<file path="src/rtl/seg_scan_driver.sv">
// Time-multiplexed DIGITS-wide 7-segment scanner with lamp-test, blanking and leading-zero suppression.
// Optional SEG_HEX_GLYPH_EN: codes 10..15 show hex A-F instead of the legacy decoder glyphs.
module seg_scan_driver #(
  parameter int unsigned DIGITS   = 4,
  parameter int unsigned SCAN_DIV = 1000,
  parameter int unsigned GUARD    = 8
) (
  input  logic                  clk,
  input  logic                  rst_n,
  input  logic                  load,
  input  logic [4*DIGITS-1:0]   din,
  input  logic                  rbi_n,
  input  logic                  bi_n,
  input  logic                  lt_n,
  output logic [6:0]            seg_n,
  output logic [DIGITS-1:0]     dig_n,
  output logic                  rbo_n,
  output logic                  scan_tick
);

  localparam int unsigned CNT_W = (SCAN_DIV > 1) ? $clog2(SCAN_DIV) : 1;
  localparam int unsigned IDX_W = (DIGITS > 1) ? $clog2(DIGITS) : 1;

  logic [4*DIGITS-1:0] shadow_q, shadow_d;
  logic [CNT_W-1:0]    cnt_q, cnt_d;
  logic [IDX_W-1:0]    idx_q, idx_d;
  logic [6:0]          seg_n_q, seg_n_d;
  logic [DIGITS-1:0]   dig_n_q, dig_n_d;
  logic                rbo_n_q, rbo_n_d;
  logic                scan_tick_q, scan_tick_d;

  logic [3:0]          nib;
  logic                upper_zero;
  logic                suppress;

  function automatic logic [6:0] glyph(input logic [3:0] code);
    logic [6:0] g;
    case (code)
      4'd0:    g = 7'b0000001;
      4'd1:    g = 7'b1001111;
      4'd2:    g = 7'b0010010;
      4'd3:    g = 7'b0000110;
      4'd4:    g = 7'b1001100;
      4'd5:    g = 7'b0100100;
      4'd6:    g = 7'b1100000;
      4'd7:    g = 7'b0001111;
      4'd8:    g = 7'b0000000;
      4'd9:    g = 7'b0001100;
`ifdef SEG_HEX_GLYPH_EN
      4'd10:   g = 7'b0001000;
      4'd11:   g = 7'b1100000;
      4'd12:   g = 7'b0110001;
      4'd13:   g = 7'b1000010;
      4'd14:   g = 7'b0110000;
      default: g = 7'b0111000;
`else
      4'd10:   g = 7'b1110010;
      4'd11:   g = 7'b1100110;
      4'd12:   g = 7'b1011100;
      4'd13:   g = 7'b0110100;
      4'd14:   g = 7'b1110000;
      default: g = 7'b1111111;
`endif
    endcase
    return g;
  endfunction

  always_comb begin
    shadow_d = load ? din : shadow_q;

    cnt_d = cnt_q + CNT_W'(1);
    idx_d = idx_q;
    if (cnt_q == CNT_W'(SCAN_DIV - 1)) begin
      cnt_d = '0;
      idx_d = (idx_q == IDX_W'(DIGITS - 1)) ? '0 : idx_q + IDX_W'(1);
    end

    // Current nibble plus "this and every more-significant nibble is zero" for ripple blanking.
    nib        = '0;
    upper_zero = 1'b1;
    for (int unsigned i = 0; i < DIGITS; i++) begin
      if (IDX_W'(i) == idx_q) nib = shadow_q[4*i +: 4];
      if (i >= 32'(idx_q) && shadow_q[4*i +: 4] != 4'h0) upper_zero = 1'b0;
    end
    suppress = !rbi_n && upper_zero && (idx_q != '0);

    scan_tick_d = (cnt_q == '0);

    dig_n_d = '1;
    if (bi_n && 32'(cnt_q) >= GUARD) begin
      for (int unsigned i = 0; i < DIGITS; i++) begin
        if (IDX_W'(i) == idx_q) dig_n_d[i] = 1'b0;
      end
    end

    if (!bi_n)         seg_n_d = '1;
    else if (!lt_n)    seg_n_d = '0;
    else if (suppress) seg_n_d = '1;
    else               seg_n_d = glyph(nib);

    rbo_n_d = !(!rbi_n && shadow_q == '0);
  end

  always_ff @(posedge clk or negedge rst_n) begin
    if (!rst_n) begin
      shadow_q    <= '0;
      cnt_q       <= '0;
      idx_q       <= '0;
      seg_n_q     <= '1;
      dig_n_q     <= '1;
      rbo_n_q     <= 1'b1;
      scan_tick_q <= 1'b0;
    end else begin
      shadow_q    <= shadow_d;
      cnt_q       <= cnt_d;
      idx_q       <= idx_d;
      seg_n_q     <= seg_n_d;
      dig_n_q     <= dig_n_d;
      rbo_n_q     <= rbo_n_d;
      scan_tick_q <= scan_tick_d;
    end
  end

  assign seg_n     = seg_n_q;
  assign dig_n     = dig_n_q;
  assign rbo_n     = rbo_n_q;
  assign scan_tick = scan_tick_q;

endmodule

</file>
<file path="config.mk">
export PLATFORM = sky130hd
export DESIGN_NAME = seg_scan_driver
export DESIGN_NICKNAME = d
export VERILOG_FILES = /design/src/rtl/seg_scan_driver.sv
export SDC_FILE = /design/constraint.sdc
export NUM_CORES = 1
export LEC_CHECK = 0
export ABC_CLOCK_PERIOD_IN_PS = 2750
export CAP_MARGIN = 20
export CORE_ASPECT_RATIO = 1.1
export CORE_MARGIN = 2
export CORE_UTILIZATION = 25
export DETAILED_ROUTE_END_ITERATION = 10
export SETUP_SLACK_MARGIN = 0.4
export SYNTH_ARGS = -nofsm -noshare
export SYNTH_HDL_FRONTEND = slang
export SYNTH_SLANG_ARGS = --single-unit
</file>
<file path="constraint.sdc">
create_clock -name clk -period 2.75 [get_ports clk]
set_input_delay 0.825 -clock clk [delete_from_list [all_inputs] [get_ports clk]]
set_output_delay 0.825 -clock clk [all_outputs]
set_load 0.005 [all_outputs]
</file>
======== Yosys cells after proc, flatten, opt, wreduce, memory -nomap -nowiden ========
Memory sizes are Yosys's and may differ from the RTL's.
Index checks and enable logic that the tools add are counted.
word-level totals
  register bits ........................... 41
  input bits .............................. 22
  logic and storage cells ................. 54
  memories kept ........................... 1
  bits in read-only memories .............. 112
memories
  memory            depth  width  rd ports  clocked after Yosys merged registers in  write ports  line  RTL
  (name not given)  16     7      1         0                                        0            38    case (code)
operators by class
  order comparisons ....................... 4
  add/subtract/negate cells ............... 2
  multiplexer cells ....................... 18
  equality and inequality tests ........... 5
  reduce and logical (&&, ||, !) cells .... 17
operators by type and width
  operator                                               count
  two-way mux 7 bit                                      3
  two-way mux 4 bit                                      5
  zero test 16 bit                                       1
  nonzero test 4 bit                                     4
  adder 10 x 1 -> 10 bit (second input constant)         1
  == test 10 bit (second input constant)                 1
  >= comparator 10 x 4 -> 1 bit (second input constant)  1
  zero test 10 bit                                       1
  two-way mux 10 bit                                     1
  two-way mux 1 bit                                      8
  logical AND 1 bit                                      7
  == test 2 bit (first input constant)                   2
  >= comparator 1 x 2 -> 1 bit (first input constant)    2
  adder 2 x 1 -> 2 bit (second input constant)           1
  == test 1 x 2 -> 1 bit (first input constant)          1
  == test 2 bit (second input constant)                  1
  >= comparator 2 bit (first input constant)             1
  zero test 1 bit                                        2
  zero test 2 bit                                        1
  two-way mux 2 bit                                      1
  nonzero test 2 bit                                     1

======== Logic depth before layout (Yosys ltp) ========
  depth after elaboration ................. 11
  depth in mapped cells ................... 11
  depth with buffers taken out ............ 10

======== Worst setup path after synthesis ========
No wires, ideal clock.
  kind .................................... reg2reg
  start point ............................. reg idx_q[1]
  end point ............................... reg seg_n_q[6], in the netlist seg_n[6]
  period minus slack after synthesis ...... 2103 ps
  setup slack ............................. 647 ps
  path buffers ............................ 1
  arrival ................................. 2016 ps
  cell stages (with the launch flop) ...... 12
  library setup time ...................... 88 ps
  required time ........................... 2662 ps
  cells stage by stage .................... dfrtp_1 inv_1 ha_1 clkbuf_1 nand2_1 o211ai_1 o211a_1 inv_1 ha_1 nor3_1 a21oi_1 a221oi_2
on the way
  longest elaborated chain between the ends .. 11
ends and longest elaborated chain
  item                                                              line  RTL
  start, declared                                                   26    logic [IDX_W-1:0] idx_q, idx_d;
  start signal, assigned                                            116   idx_q <= idx_d;
  branches (longest 8 deep; another with memory read (16 x 7 bit))  --
  two-way mux 7 bit (*)                                             98    else if (suppress) seg_n_d = '1;
  two-way mux 7 bit (*)                                             97    else if (!lt_n) seg_n_d = '0;
  two-way mux 7 bit (*)                                             96    if (!bi_n) seg_n_d = '1;
  via seg_n_d[6]                                                    27    logic [6:0] seg_n_q, seg_n_d;
  end signal, assigned                                              117   seg_n_q <= seg_n_d;
  end, declared                                                     27
Mark *: on every way through the listed nets, which the timed path passes.
A chain may end at the register's enable or synchronous reset.

======== Worst setup path in the final report ========
  start point ............................. reg idx_q[0]
  end point ............................... reg seg_n_q[1], in the netlist seg_n[1]
Same word-level chain as after synthesis.

==> flow_metrics.tcl <==
set metrics [dict create \
    cp-start-kind "flop" \
    layout.nets 265 \
    r2r_end "seg_n[1]$_DFF_PN1_" \
    cts_hold_buf 0 \
    grt_pass1_wl_mm 7.741 \
    vias_per_cell 4.468 \
    antenna_found_initial 0 \
    layout-drive-gt1-share 0.2424 \
    core_sq_um 8277 \
    max-vdd-ir-drop_mv 0.3272 \
    vias 1528 \
    worstHoldStart "cnt_q[0]$_DFF_PN0_" \
    period_share 0.8143 \
    p_per_area_nw_per_um2 463.5 \
    synthTopCellsByArea "dfrtp_1, dfstp_2, mux2_2" \
    rsz0062_at_grt "no" \
    ctsRootBufferMaster "clkbuf_8" \
    dr.pass1.iters 4 \
    required_ns 2.95 \
    die_height_um 100.5 \
    dpl.hpwl_mm 3.394 \
    grt_max_degree 42 \
    rr_worst_depth 10 \
    yosys-top-cells-count "dfrtp_1, mux2_2, nand2_1" \
    p_leak_nw 1.092 \
    hold_class "reg2reg" \
    cts_setup_buffers 0 \
    rows 35 \
    drv_cap 0 \
    yosys_most_used_dff "dfrtp_1" \
    worst_hold_path.num_cells 1 \
    ys_async_sr_fraction 1.000 \
    area_growth_pct 28.34 \
    crit_end "seg_n[1]$_DFF_PN1_" \
    overflow 0 \
    finalMaxSlewViolations 0 \
    r2r-start "idx_q[0]$_DFFE_PN0N_" \
    final-hold-violation-count 0 \
    yosysMostFrequentCell "dfrtp_1" \
    grt_pass1_vias 1564 \
    slew_headroom 0.4033 \
    place_inst 334 \
    route.detailed.drc 0 \
    diodes 0 \
    ant_nets 0 \
    synth_seq_area_share 0.4923 \
    worstPathArrival_ns 2.44 \
    crit_chain "inv_1 -> ha_2 -> nor2_2 -> o211ai_1 -> o211a_4 -> inv_1 -> ha_1 -> a21oi_1 -> a2111oi_1 -> o21ai_1" \
    final_util 0.3279 \
    cts_tree "done" \
    grt_util_all_layers 0.1064 \
    finalSetupViolCount 0 \
    skew_ns 0.01160 \
    setup.worst_path.start "idx_q[0]$_DFFE_PN0N_" \
    io_buffer_count 34 \
    synth_edf_count 0 \
    synth-seq-cells 41 \
    yosysTopAreaCell "dfrtp_1" \
    run_status "completed" \
    netlist.area_leader.share 0.3432 \
    wl_per_cell_um 13.13 \
    end_kind "flop" \
    wirelength_mm 4.491 \
    mappedNetlistNets 227 \
    synth_area_sq_um 2115 \
    ys_warn_count 0 \
    synth.avg_cell_area_sq_um 11.01 \
    setup-tns-final_ns 0 \
    critPathSlowestCell "dfrtp_2" \
    ios 35 \
    cts-buffers-inserted 5 \
    timing.fmax_ghz 0.4466 \
    post-route-min-period_ns 2.239 \
    ctsHtreeMaxLevel 2 \
    criticalPathCategory "reg2reg" \
    drt_iter0_drc 77 \
    crit_top_cell "inv_1" \
    dieArea_sq_um 9211 \
    clk_latency_ns 0.29 \
    tightest_slew_ns 0.8951 \
    critPathMaxFanout 8 \
    path_clk_slew_ns 0.08 \
    instances_no_fill 342 \
    r2r_setup_slack_ns 0.51 \
    synthDistinctLibCells 48 \
    power.total_mw 1.258 \
    start_util 0.2555 \
    place_congestion 0.8666 \
    syn_inst 192 \
    die_w_um 91.69 \
    cp_slowest_stage_delay_ns 0.42 \
    clockBufferDepth 2 \
    cts_sinks 41 \
]
==> report_power, final <==
part	switching, mW	internal [mW]	leakage [nW]
clock network	0.190	0.205	0.0455
logic	0.0835	0.106	0.568
registers	0.0283	0.646	0.479
==> sequential cells by signal, summed over array words and instances (netlist names) <==
signal,cells
dig_n,4
shadow_q,16
seg_n,7
scan_tick,1
rbo_n,1
idx_q,2
cnt_q,10
==> routing by layer <==
metal  track usage  up-vias  part of all wire  wire, um
met3       0.03441        5             0.037       164
met2        0.1708       32              0.48      2154
met1        0.1381      729              0.48      2138
li1              -      762                 -         -
met5             0        -                 0         0
met4       0.03100        0            0.0073        33
==> area by class of cell <==
| cell class | count | area, sq um |
|---|---|---|
| multi-input cells | 134 | 1044 |
| fillers | 833 | 5563 |
| clock buffers | 8 | 90.09 |
| flip-flops and latches | 41 | 1042 |
| inverters | 11 | 41.29 |
| repair buffers | 37 | 357.8 |
| well taps | 111 | 138.9 |
==> cell usage in the layout, fill, tap and decap left out, types with 3 or more instances in the layout <==
master and instances:
buf_4 3, dfstp_2 12, mux2_2 16, nand3_1 10, inv_1 9, and3_1 3, a21oi_1 4, o21ai_1 4
clkdlybuf4s50_1 33, clkbuf_8 6, dfrtp_1 28, xor2_1 5, o21ai_0 4, o211ai_1 4, ha_1 10, nor3_1 4
nand2_1 15, nor4_1 5, nor2_1 12
==> per-stage QoR <==
| stage | hold slack [ns] | setup WS, ns | area [sq um] |
|---|---|---|---|
| 4_1_cts | 0.4953 | 0.4235 | 2676 |
| 6_report | 0.4944 | 0.5107 | 2714 |
| 3_3_place_gp | 0.4755 | 0.3091 | 2581 |
| 2_1_floorplan | 0.4547 | 0.6467 | 2115 |
| 5_1_grt | 0.5256 | 0.3862 | 2714 |
| 3_5_place_dp | 0.4836 | 0.3277 | 2581 |
==> logic make-up after synthesis <==
family                     Yosys count  synth area share
buffers and inverters               17           0.03373
adders and majority gates           13           0.07692
and+or+nand+nor                     64            0.1645
muxes                               17           0.08994
AOI/OAI and AO/OA                   33            0.1136
DFF                                 41            0.4923
xor gates and xnor gates             7           0.02899
==> timing repair <==
item                       CTS  global route
setup endpoints to repair    2             5
pin swaps                    0             1
hold endpoints to repair     0             0
gates resized for setup      2            10
==> worst min path at each step <==
stage / slack (ns) / endpoint
detailed placement: 0.48 / cnt_q[0]$_DFF_PN0_
CTS: 0.50 / cnt_q[0]$_DFF_PN0_
finish: 0.49 / cnt_q[0]$_DFF_PN0_
global route: 0.53 / cnt_q[0]$_DFF_PN0_
floorplan: 0.45 / cnt_q[0]$_DFF_PN0_
global placement: 0.48 / cnt_q[0]$_DFF_PN0_
==> worst max-delay path: cells and delay by family (launching register included) <==
kind                     cells  cell delay [ns]
AO/OA/AOI/OAI                5             0.94
adder cells (fa/ha/maj)      2             0.41
buffers and inverters        2             0.20
flip-flops                   1             0.42
AND/OR/NAND/NOR              1             0.20
No activity file was read; power rests on OpenSTA's default activity.
